`src/rtl/hazard_pkg.sv`:
```
// Shared encodings and parameter defaults for the scoreboard hazard unit.
package hazard_pkg;

  localparam int unsigned REG_COUNT_DEF    = 32;
  localparam int unsigned REG_ADDR_W_DEF   = 5;
  localparam int unsigned LOAD_LATENCY_DEF = 1;
  localparam int unsigned FLUSH_CYCLES_DEF = 1;
  localparam int unsigned STALL_CNT_W_DEF  = 16;

  localparam int unsigned SB_CNT_W = 3;

  localparam logic [1:0] BR_NONE = 2'b00;
  localparam logic [1:0] BR_BEQ  = 2'b01;
  localparam logic [1:0] BR_BNE  = 2'b10;
  localparam logic [1:0] BR_JUMP = 2'b11;

  localparam logic [0:0] ST_IDLE  = 1'b0;
  localparam logic [0:0] ST_FLUSH = 1'b1;

endpackage

```
`src/rtl/hazard_scoreboard.sv`:
```
// Per-register pending-load countdowns; busy while a countdown is nonzero.
module hazard_scoreboard
  import hazard_pkg::*;
#(
  parameter int unsigned REG_COUNT    = REG_COUNT_DEF,
  parameter int unsigned REG_ADDR_W   = REG_ADDR_W_DEF,
  parameter int unsigned LOAD_LATENCY = LOAD_LATENCY_DEF
) (
  input  logic                  clk,
  input  logic                  rst_n,
  input  logic                  load_en,
  input  logic [REG_ADDR_W-1:0] load_rd,
  output logic [REG_COUNT-1:0]  busy
);

  logic [SB_CNT_W-1:0] count [REG_COUNT];

  always_ff @(posedge clk or negedge rst_n) begin
    if (!rst_n) begin
      for (int unsigned i = 0; i < REG_COUNT; i++) count[i] <= '0;
    end else begin
      for (int unsigned i = 0; i < REG_COUNT; i++) begin
        if (i == 0)
          count[i] <= '0;
        else if (load_en && load_rd == REG_ADDR_W'(i))
          count[i] <= SB_CNT_W'(LOAD_LATENCY);
        else if (count[i] != '0)
          count[i] <= count[i] - 1'b1;
      end
    end
  end

  always_comb begin
    busy = '0;
    for (int unsigned i = 0; i < REG_COUNT; i++) busy[i] = (count[i] != '0);
    busy[0] = 1'b0;
  end

endmodule

```
`src/rtl/scoreboard_hazard_unit.sv`:
```
// Load-use stall detection, branch flush sequencing and stall statistics
// around a per-register scoreboard.
module scoreboard_hazard_unit
  import hazard_pkg::*;
#(
  parameter int unsigned REG_COUNT    = REG_COUNT_DEF,
  parameter int unsigned REG_ADDR_W   = REG_ADDR_W_DEF,
  parameter int unsigned LOAD_LATENCY = LOAD_LATENCY_DEF,
  parameter int unsigned FLUSH_CYCLES = FLUSH_CYCLES_DEF,
  parameter int unsigned STALL_CNT_W  = STALL_CNT_W_DEF
) (
  input  logic                   clk,
  input  logic                   rst_n,
  input  logic                   id_valid,
  input  logic                   id_mem_read,
  input  logic [REG_ADDR_W-1:0]  id_rd,
  input  logic [REG_ADDR_W-1:0]  IF_ID_rs,
  input  logic [REG_ADDR_W-1:0]  IF_ID_rt,
  input  logic [1:0]             branch,
  input  logic                   equal,
  output logic                   pc_write,
  output logic                   IF_ID_write,
  output logic                   mux_hz_unit,
  output logic                   flush,
  output logic [STALL_CNT_W-1:0] stall_count,
  output logic [REG_COUNT-1:0]   busy
);

  logic [0:0] state;
  logic [1:0] flush_cnt;
  logic       stall;
  logic       taken;
  logic       load_en;

  hazard_scoreboard #(
    .REG_COUNT   (REG_COUNT),
    .REG_ADDR_W  (REG_ADDR_W),
    .LOAD_LATENCY(LOAD_LATENCY)
  ) u_scoreboard (
    .clk    (clk),
    .rst_n  (rst_n),
    .load_en(load_en),
    .load_rd(id_rd),
    .busy   (busy)
  );

  always_comb begin
    stall = id_valid && (((IF_ID_rs != '0) && busy[IF_ID_rs]) ||
                         ((IF_ID_rt != '0) && busy[IF_ID_rt]));
    taken = id_valid && !stall &&
            (((branch == BR_BEQ) && equal) ||
             ((branch == BR_BNE) && !equal) ||
             (branch == BR_JUMP));
    // Loads only issue from IDLE; a flushed slot never reserves a register.
    load_en = id_valid && id_mem_read && !stall && (state == ST_IDLE) &&
              (id_rd != '0);
    flush       = (state == ST_FLUSH) ? 1'b1 : taken;
    pc_write    = !stall;
    IF_ID_write = !stall;
    mux_hz_unit = !stall;
  end

  always_ff @(posedge clk or negedge rst_n) begin
    if (!rst_n) begin
      state     <= ST_IDLE;
      flush_cnt <= '0;
    end else if (state == ST_IDLE) begin
      if (taken && (FLUSH_CYCLES > 1)) begin
        state     <= ST_FLUSH;
        flush_cnt <= 2'(FLUSH_CYCLES - 1);
      end
    end else begin
      if (flush_cnt <= 2'd1) begin
        state     <= ST_IDLE;
        flush_cnt <= '0;
      end else begin
        flush_cnt <= flush_cnt - 2'd1;
      end
    end
  end

  always_ff @(posedge clk or negedge rst_n) begin
    if (!rst_n)
      stall_count <= '0;
    else if (stall && (stall_count != '1))
      stall_count <= stall_count + 1'b1;
  end

endmodule

```
`config.mk`:
```
export PLATFORM = sky130hd
export DESIGN_NAME = scoreboard_hazard_unit
export DESIGN_NICKNAME = d
export VERILOG_FILES = /design/src/rtl/hazard_pkg.sv /design/src/rtl/hazard_scoreboard.sv /design/src/rtl/scoreboard_hazard_unit.sv
export SDC_FILE = /design/constraint.sdc
export NUM_CORES = 1
export LEC_CHECK = 0
export BUFFER_PORTS_ARGS = -buffer_cell sky130_fd_sc_hd__buf_2
export CAP_MARGIN = 40
export CORE_UTILIZATION = 54
export DETAILED_ROUTE_END_ITERATION = 12
export GPL_TIMING_DRIVEN = 0
export PLACE_DENSITY_LB_ADDON = 0.08
export SLEW_MARGIN = 5
export SYNTH_ARGS = -nofsm -noshare
export SYNTH_HDL_FRONTEND = slang
export SYNTH_SLANG_ARGS = --single-unit
```
`constraint.sdc`:
```
create_clock -name clk -period 3.8 [get_ports clk]
set_input_delay 0.38 -clock clk [delete_from_list [all_inputs] [get_ports clk]]
set_output_delay 0.38 -clock clk [all_outputs]
set_load 0.05 [all_outputs]
```
==> results of run 1 <==
[area by class of cell]
class,count,area (µm²)
Buffer,26,145
Clock buffer,12,256
Clock inverter,2,16.3
Fill cell,1110,4730
Inverter,93,349
Multi-Input combinational cell,530,3810
Sequential cell,112,2800
Tap cell,172,215
Timing Repair Buffer,71,389
[Yosys cell counts (all sizes together) (3+ instances only)]
library cell,instances
xor2,14
mux4,9
nand2,72
nor3b,4
nand3b,6
nand2b,18
o21ai,13
mux2i,33
nand4,6
dfrtp,112
a21oi,82
clkbuf,9
and3,5
nor3,9
buf,18
nor2,90
inv,93
a21o,7
nor2b,23
and2,3
o2111ai,6
ha,63
mux2,3
xnor2,32
nand3,7
[worst paths after layout]
path / end / slack (ps) / cells after the start
min in group clk: stall_count[5] / 500 / 1
worst max register to register: u_scoreboard.count[24] / 870 / 12
worst min-delay path: u_scoreboard.count[17] / 470 / 2
max in group asynchronous: u_scoreboard.count[54] / 2610 / 3
worst max-delay path: flush / 290 / 11
worst min register to register: stall_count[5] / 500 / 1
[metrics by stage]
step                      hold slack (ps)  worst slack [ps]  util, %
after floorplan                      84.4               554        -
after global placement                471               493     60.3
after detailed placement              276               432     60.6
after CTS                             461              40.5     62.8
after global routing                  504               137     62.8
final                                 468               286     62.8
[critical path, stage by stage, from the launching register on]
cell      delay (ps)
dfrtp_1          360
inv_1            110
ha_1             180
nor2b_2          270
inv_2             50
mux4_2           470
o221ai_1         190
a221o_1          240
o221a_2          230
buf_6            240
a31o_1           170
buf_2            260
[registers in the layout, indices dropped and copies added, names as in the netlist]
signal              cells
flush_cnt               2
stall_count            16
state                   1
u_scoreboard.count     93
[cell families after synthesis]
kind of cell / count (synthesis) / synth area share, %
AO/OA/AOI/OAI: 128 / 10.8
XOR/XNOR: 46 / 5.66
adder cells (fa/ha/maj): 63 / 11.1
buffers and inverters: 120 / 7.02
flip-flops: 112 / 39.4
multiplexers: 45 / 7.97
other: 1 / 0.0527
AND/OR/NAND/NOR: 247 / 18.0
[cells in the final DEF, fill, tap and decap left out, types with 6 or more instances in the layout]
cell type  synthesis  routed
nand4_1            6       6
nor2b_1           14      13
inv_1             85      85
ha_1              63      63
nand2_1           72      72
nor3_1             6       6
nor2_1            90      90
o21ai_0           13      13
xnor2_1           32      32
clkbuf_16          0       9
nand2b_1          13      13
a21oi_1           82      82
inv_2              8       8
a21o_1             7       7
mux4_2             9       9
mux2i_1           33      33
nand3b_1           6       6
buf_2             11      78
dfrtp_1          112     112
xor2_1            14      14
nand3_1            7       7
clkbuf_1           8       9
[timing repair]
item                                    in CTS  in global routing
endpoints found under the hold margin       27                  0
hold buffers                                 1                  0
endpoints found under the setup margin       0                  1
gates resized for setup                      0                  1
[layer usage]
metal  wire (µm)  GRT usage, %
met5           0             0
met4         289          9.37
met3         796          4.48
met2        7930          43.3
met1        7290          33.9
[power by group]
| group | internal, mW | switching [mW] | total, mW |
|---|---|---|---|
| Combinational | 1.54 | 2.43 | 3.98 |
| Clock | 0.476 | 0.438 | 0.914 |
| Sequential | 1.78 | 0.335 | 2.11 |
| Total | 3.80 | 3.21 | 7.00 |
==> impl_metrics.py, run 1 <==
metrics = {
    "floorplanning": {
        "die_x_um": 117,
        "dieArea_um2": 13600,
        "die_y_um": 117,
        "core.rowCount": 41,
        "core-area_um2": 12700,
        "start_util_pct": 55.9,
        "io_pins": 74,
    },
    "global_route": {
        "grt_max_degree": 86,
        "antenna_found_initial": 0,
        "track_usage_pct": 25.9,
        "grt_pass1_wl_um": 26600,
        "grt_pass1_vias": 5404,
        "grt_overflow": 0,
    },
    "drt": {
        "wl_um": 16300,
        "drtPass1Iterations": 5,
        "via_per_inst": 5.48,
        "ant_nets": 0,
        "vias": 5577,
        "drc_errors": 0,
        "drt_iter0_markers": 358,
        "avgRoutedWirePerCell_um": 16.0,
    },
    "synthesis": {
        "synthFlopType": "dfrtp_1",
        "synth_largest_area_cell": "dfrtp_1",
        "netlist.area_leader.share_pct": 39.4,
        "netlist_area_um2": 7110,
        "synth_edf_count": 0,
        "ys_ff_latch": 112,
        "synth_warnings": 0,
        "synth_area_leaders": "dfrtp_1, ha_1, a21oi_1, nor2_1, mux2i_1",
        "synth_nets": 847,
        "async_flop_share_pct": 100,
        "synth_seq_area_share_pct": 39.4,
        "synthDistinctLibCells": 58,
        "avgSynthCellArea_um2": 9.33,
        "syn_inst": 762,
    },
    "finish": {
        "drive_gt1_share_pct": 17.5,
        "area_delta_synth_final_pct": 12.3,
        "n_antenna_cell": 0,
        "final-instance-count-excl-fill": 1018,
        "design_area_um2": 7990,
        "nets": 928,
    },
    "timing": {
        "worst_pin_slew_ps": 699,
        "drv_slew": 0,
        "rsz0062_at_grt": "no",
        "finalSetupViolCount": 0,
        "final.min_clock_period_ps": 3510,
        "finalClockSkew_ps": 11.9,
        "fin_setup_tns_ps": 0,
        "fmax_mhz": 285,
        "hold_viol": 0,
        "slew_headroom_pct": 52.8,
        "post-route-period-util_pct": 92.5,
    },
    "critical_path": {
        "critPathCaptureType": "output pin",
        "worstPathArrival_ps": 3130,
        "worstPathMaxFanout": 19,
        "r2r-start": "u_scoreboard.count[57]",
        "worstPathRequired_ps": 3420,
        "cp-start-kind": "flip-flop",
        "critPathKind": "flip-flop to output pin",
        "cp-startpoint": "u_scoreboard.count[57]",
    },
    "job": {
        "cap_violations": 0,
    },
    "power_and_ir_drop": {
        "ir_worst_vdd_mv": 0.540,
        "power_mw": 7.00,
        "powerDensity_nw_per_um2": 877,
        "p_leak_nw": 3.89,
    },
    "cts": {
        "max-clock-path-buffers": 2,
        "clkLatencyLatePin_ps": 360,
        "clock-sinks": 112,
        "clk_pin_slew_worst_paths_ps": 80,
        "cts_setup_buffers": 0,
        "numCtsBuffers": 9,
        "root_buffer": "clkbuf_16",
        "htree_num_levels": 3,
        "cts_tree": "yes",
    },
    "placement": {
        "dpl_cell_area_um2": 7710,
        "portBuffers": 69,
        "dp.cells": 1004,
        "dp_hpwl_um": 12200,
        "place_congestion": 0.909,
    },
    "status": {
        "status": "finished, final reports clean",
    },
    "worst_hold_path": {
        "hp-class": "input port to asynchronous set/reset pin",
    },
}
(Power assumes the default switching activity.)
==> inputs of run 2 (changes only) <==
Settings changed: ABC_AREA set to 1, BUFFER_PORTS_ARGS -buffer_cell sky130_fd_sc_hd__buf_2 to unset, DONT_BUFFER_PORTS set to 1.
==> impl_metrics.py, run 2 <==
metrics = {
    "critical_path": {
        "path_cells": "inv_1 > ha_1 > nand2_1 > nand2_1 > nand3_1 > nand2_1 > a21oi_1 > nand2_1 > nand2_1 > nand2_2 > nand2_4 > buf_2 > nand2_2 > buf_4",
        "rr_worst_depth": 10,
        "cpMostUsedCell": "nand2_1",
        "critPathMaxStageDelay_ps": 510,
        "worstPathMaxFanout": 10,
        "worst-r2r-setup-slack_ps": 1160,
        "worstPathArrival_ps": 3080,
        "cp-startpoint": "u_scoreboard.count[72]",
        "r2r-end": "stall_count[12]",
        "r2r-start": "stall_count[0]",
        "worstPathRequired_ps": 3420,
        "critPathCaptureType": "output pin",
        "slowest_stage": "nand2_1",
        "critPathKind": "flip-flop to output pin",
        "cp-start-kind": "flip-flop",
    },
    "status": {
        "violations": "negative hold slack",
        "status": "complete, but fails checks",
    },
    "timing": {
        "final.min_clock_period_ps": 3460,
        "worst_pin_slew_ps": 759,
        "fmax_mhz": 289,
        "hold_viol": 33,
        "finalClockSkew_ps": 9.09,
        "whs_ps": -20.5,
        "post-route-period-util_pct": 91.1,
        "fin_setup_tns_ps": 0,
        "finalSetupViolCount": 0,
        "slew_headroom_pct": 49.3,
        "drv_slew": 0,
        "rsz0062_at_grt": "no",
    },
    "synthesis": {
        "synth_area_leaders": "dfrtp_1, ha_1, nand2_1, nor2_1, inv_1",
        "synth_most_common_cell": "nand2_1",
        "synthFlopType": "dfrtp_1",
        "synth_warnings": 0,
        "syn_inst": 988,
        "synth_edf_count": 0,
        "netlist_area_um2": 7320,
        "ys_ff_latch": 112,
        "avgSynthCellArea_um2": 7.41,
        "ys_top_cells_by_count": "nand2_1, nor2_1, inv_1",
        "netlist.area_leader.share_pct": 38.3,
        "synth_largest_area_cell": "dfrtp_1",
        "synthDistinctLibCells": 33,
        "synth_nets": 1073,
        "async_flop_share_pct": 100,
        "synth_seq_area_share_pct": 38.3,
    },
    "drt": {
        "ant_nets": 0,
        "via_per_inst": 5.04,
        "avgRoutedWirePerCell_um": 13.6,
        "drc_errors": 0,
        "drt_iter0_markers": 322,
        "vias": 5949,
        "wl_um": 16100,
        "drtPass1Iterations": 6,
    },
    "cts": {
        "htree_num_levels": 3,
        "root_buffer": "clkbuf_16",
        "clkLatencyLatePin_ps": 360,
        "numCtsBuffers": 9,
        "cts_setup_buffers": 0,
        "clock-sinks": 112,
        "cts_tree": "yes",
        "max-clock-path-buffers": 2,
        "clk_pin_slew_worst_paths_ps": 70,
    },
    "finish": {
        "n_antenna_cell": 0,
        "design_area_um2": 7890,
        "nets": 1086,
        "reg_top3": "u_scoreboard.count: 93 flops, stall_count: 16 flops, flush_cnt: 2 flops",
        "largest_reg_flops": 93,
        "drive_gt1_share_pct": 4.88,
        "largest-register": "u_scoreboard.count",
        "area_delta_synth_final_pct": 7.76,
        "fin_util_pct": 59.6,
        "final-instance-count-excl-fill": 1180,
        "layout_commonest_cell": "nand2_1",
        "final_cell_mix": "nand2_1, nor2_1, inv_1",
    },
    "global_route": {
        "grt_pass1_wl_um": 27500,
        "grt_max_degree": 113,
        "grt_pass1_vias": 5767,
        "antenna_found_initial": 0,
        "grt_overflow": 0,
        "track_usage_pct": 24.7,
    },
    "floorplanning": {
        "io_pins": 74,
        "core.rowCount": 42,
        "start_util_pct": 55.3,
        "die_x_um": 118,
        "core-area_um2": 13200,
        "die_y_um": 118,
        "dieArea_um2": 14000,
    },
    "worst_hold_path": {
        "hp-class": "input port to asynchronous set/reset pin",
    },
    "placement": {
        "dpl_cell_area_um2": 7550,
        "dp_hpwl_um": 12000,
        "portBuffers": 0,
        "dp.cells": 1165,
        "place_congestion": 0.910,
    },
    "power_and_ir_drop": {
        "ir_worst_vdd_mv": 0.431,
        "powerDensity_nw_per_um2": 792,
        "p_leak_nw": 4.00,
    },
    "job": {
        "cap_violations": 0,
    },
}
## run 2: changes by cell type after synthesis, sizes merged, moves of 18 or more
| cell | delta |
|---|---|
| nor2 | +91 |
| nand2 | +112 |
| mux2i | -32 |
| nor2b | -23 |
| xnor2 | -26 |
| nand2b | -18 |
| nand3 | +38 |
| o21ai | +75 |
| a21oi | -65 |
| inv | +85 |
| xor2 | +35 |
## run 2: worst max path at each step
stage,to
2_1_floorplan,flush
3_3_place_gp,flush
3_5_place_dp,mux_hz_unit
4_1_cts,mux_hz_unit
5_1_grt,mux_hz_unit
6_report,mux_hz_unit
## run 2: final cells by class
class | instances | area, µm²
tap | 176 | 220
sequential | 112 | 2800
buffer | 23 | 125
inverter | 178 | 668
fill | 1274 | 5360
multi-input combinational | 675 | 3730
clock inverter | 3 | 67.6
timing repair buffer | 2 | 35.0
clock buffer | 11 | 243
## run 2: timing repair
| item | 4_1_cts | 5_1_grt |
|---|---|---|
| hold endpoints to repair | 112 | 0 |
| endpoints found under the setup margin | 0 | 2 |
| resized for setup | 0 | 1 |
| hold buffers | 1 | 0 |
## run 2: cells by family (layout without fill, tap and decap cells)
group	Yosys count	in the layout	synth area share, %
XOR/XNOR	55	55	6.58
AND/OR/NAND/NOR	435	435	24.6
multiplexers	1	1	0.137
adder cells (fa/ha/maj)	63	63	10.8
flip-flops	112	112	38.3
buffers and inverters	201	217	10.8
AO/OA/AOI/OAI	120	120	8.72
other	1	1	0.0512
## run 2: routing by layer
metal,vias to the layer above,track usage [%],wire length (µm)
met4,0,8.47,329
met1,2730,31.9,7430
met5,-,0,0
met3,24,6.23,922
li1,3071,-,-
met2,124,40.4,7370
## run 2: worst max-delay path: cells and delay by family, from the launching register on
kind            cells  cell delay (ps)
buf+inv             3              600
compound gates      1              130
fa+ha+maj           1              190
simple gates        9             1460
flops               1              330
## run 2: stage by stage
stage / power (mW) / setup WS (ps)
after floorplan: 4.72 / 642
after global placement: 5.16 / 311
after detailed placement: 5.25 / 533
after CTS: 6.31 / 141
after global routing: 6.90 / 85.0
final: 6.25 / 340
## run 2: report_power, final
part           switching, mW  internal (mW)  leakage (nW)
clock                  0.420          0.589         0.148
sequential             0.351           1.77          1.35
combinational           2.07           1.05          2.51
total                   2.84           3.41          4.00
==> inputs of run 3 (changes only) <==
Settings changed: PLACE_DENSITY set to 0.78, PLACE_DENSITY_LB_ADDON 0.08 to unset.
==> impl_metrics.py, run 3 (synthesis gave the netlist of run 2 again) <==
metrics = {
    "status": {
        "status": "finished, final reports clean",
    },
    "power_and_ir_drop": {
        "ir_worst_vdd_mv": 0.386,
        "powerDensity_nw_per_um2": 791,
        "p_leak_nw": 3.99,
    },
    "finish": {
        "multi_input_area_um2": 3740,
        "nets": 1087,
        "drive_gt1_share_pct": 5.36,
        "area_delta_synth_final_pct": 7.73,
        "n_antenna_cell": 0,
        "design_area_um2": 7890,
        "layout_commonest_cell": "nor2_1",
        "largest-register": "u_scoreboard.count",
        "seq_area_um2": 2800,
        "fill_cells": 1231,
        "largest_reg_flops": 93,
        "final_cell_mix": "nor2_1, nand2_1, inv_1",
        "reg_top3": "u_scoreboard.count: 93 flops, stall_count: 16 flops, flush_cnt: 2 flops",
    },
    "critical_path": {
        "worstPathMaxFanout": 10,
        "critPathCaptureType": "output pin",
        "critPathKind": "flip-flop to output pin",
        "cp-start-kind": "flip-flop",
        "worstPathArrival_ps": 3090,
        "worstPathRequired_ps": 3420,
    },
    "global_route": {
        "use_met1_pct": 30.9,
        "track_usage_pct": 24.6,
        "grt_pass1_vias": 5958,
        "met3_usage_pct": 5.50,
        "met2_usage_pct": 40.9,
        "grt_overflow": 0,
        "grt_max_degree": 113,
        "grt.busiest_layer": "met2",
        "grt_pass1_wl_um": 27300,
        "antenna_found_initial": 0,
    },
    "timing": {
        "post-route-period-util_pct": 91.2,
        "worst_pin_slew_ps": 766,
        "slew_headroom_pct": 48.8,
        "finalSetupViolCount": 0,
        "final.min_clock_period_ps": 3470,
        "finalClockSkew_ps": 7.48,
        "rsz0062_at_grt": "no",
        "fin_setup_tns_ps": 0,
        "hold_viol": 0,
        "drv_slew": 0,
        "fmax_mhz": 289,
    },
    "floorplanning": {
        "die_y_um": 118,
        "start_util_pct": 55.3,
        "core-area_um2": 13200,
        "dieArea_um2": 14000,
        "io_pins": 74,
        "core.rowCount": 42,
        "die_x_um": 118,
    },
    "drt": {
        "drtPass1Iterations": 5,
        "avgRoutedWirePerCell_um": 13.4,
        "wl_um": 15900,
        "ant_nets": 0,
        "drc_errors": 0,
        "drt_iter0_markers": 400,
        "vias": 6057,
        "via_per_inst": 5.12,
    },
    "placement": {
        "dp_hpwl_um": 11900,
        "place_congestion": 0.946,
        "portBuffers": 0,
        "dpl_cell_area_um2": 7550,
    },
    "worst_hold_path": {
        "hp-class": "input port to flip-flop",
    },
    "cts": {
        "max-clock-path-buffers": 2,
        "clk_pin_slew_worst_paths_ps": 70,
        "cts_tree": "yes",
        "numCtsBuffers": 9,
        "root_buffer": "clkbuf_16",
        "clkLatencyLatePin_ps": 360,
        "clock-sinks": 112,
        "htree_num_levels": 3,
    },
    "job": {
        "cap_violations": 0,
    },
}
run 3: cell count changes in the layout (fill, tap and decap cells not counted), sizes merged:
cell         before  now
clkinv            0    1
clkbuf           15   17
bufinv            2    1
dlygate4sd3       0    1
run 3: worst max-delay path: stages (launching register included):
cell and delay [ps]:
dfrtp_1 390, inv_1 90, ha_1 150, inv_1 30, nor2_1 230, inv_1 350
o211ai_1 270, nand3_1 90, nand2_1 70, nand2_1 70, inv_2 120, nand2_4 120
buf_2 210, nand2_2 260, buf_4 260
run 3: area by class of cell:
| cell class | count | share of cell area [%] |
|---|---|---|
| clock buffers | 13 | 3.05 |
| inverters | 178 | 8.47 |
| well taps | 176 | 2.79 |
| multi-input cells | 675 | 47.4 |
| flip-flops and latches | 112 | 35.5 |
| clock inverters | 3 | 0.540 |
| repair buffers | 3 | 0.571 |
| plain buffers | 23 | 1.59 |
run 3: per-layer routing:
metal  vias to the layer above  routed length [µm]
met5                         -                   0
met4                         0                 380
met3                        25                1070
met2                       171                7440
met1                      2786                7000
li1                       3075                   -
run 3: power breakdown:
part | internal, mW | switching, mW
registers | 1.76 | 0.352
logic | 1.06 | 2.12
clock network | 0.512 | 0.427
run 3: through the flow:
step	cells	hold slack (ps)	util (%)	worst slack, ps	total power [mW]
finish	1183	315	59.5	334	6.24
detailed placement	1165	89.5	57.0	552	5.27
floorplan	988	84.4	-	642	4.72
global route	1183	326	59.5	150	6.88
CTS	1183	302	59.4	147	6.27
global placement	1164	90.1	56.9	313	5.12
run 3: repair_timing:
item / 4_1_cts / 5_1_grt
hold buffers: 2 / 0
setup endpoints to repair: 0 / 2
buffers inserted: 0 / 0
resized for setup: 0 / 7
hold endpoints to repair: 112 / 0
run 3: path summary, 6_finish.rpt:
check,cells after the start,to,slack [ps],from
max,14,mux_hz_unit,330,u_scoreboard.count[6]
min,3,u_scoreboard.count[86],320,id_valid
max reg2reg,9,stall_count[12],1170,stall_count[0]
min reg2reg,2,state,480,state
max in group asynchronous,2,u_scoreboard.count[89],2710,rst_n
min in group asynchronous,2,u_scoreboard.count[62],630,rst_n
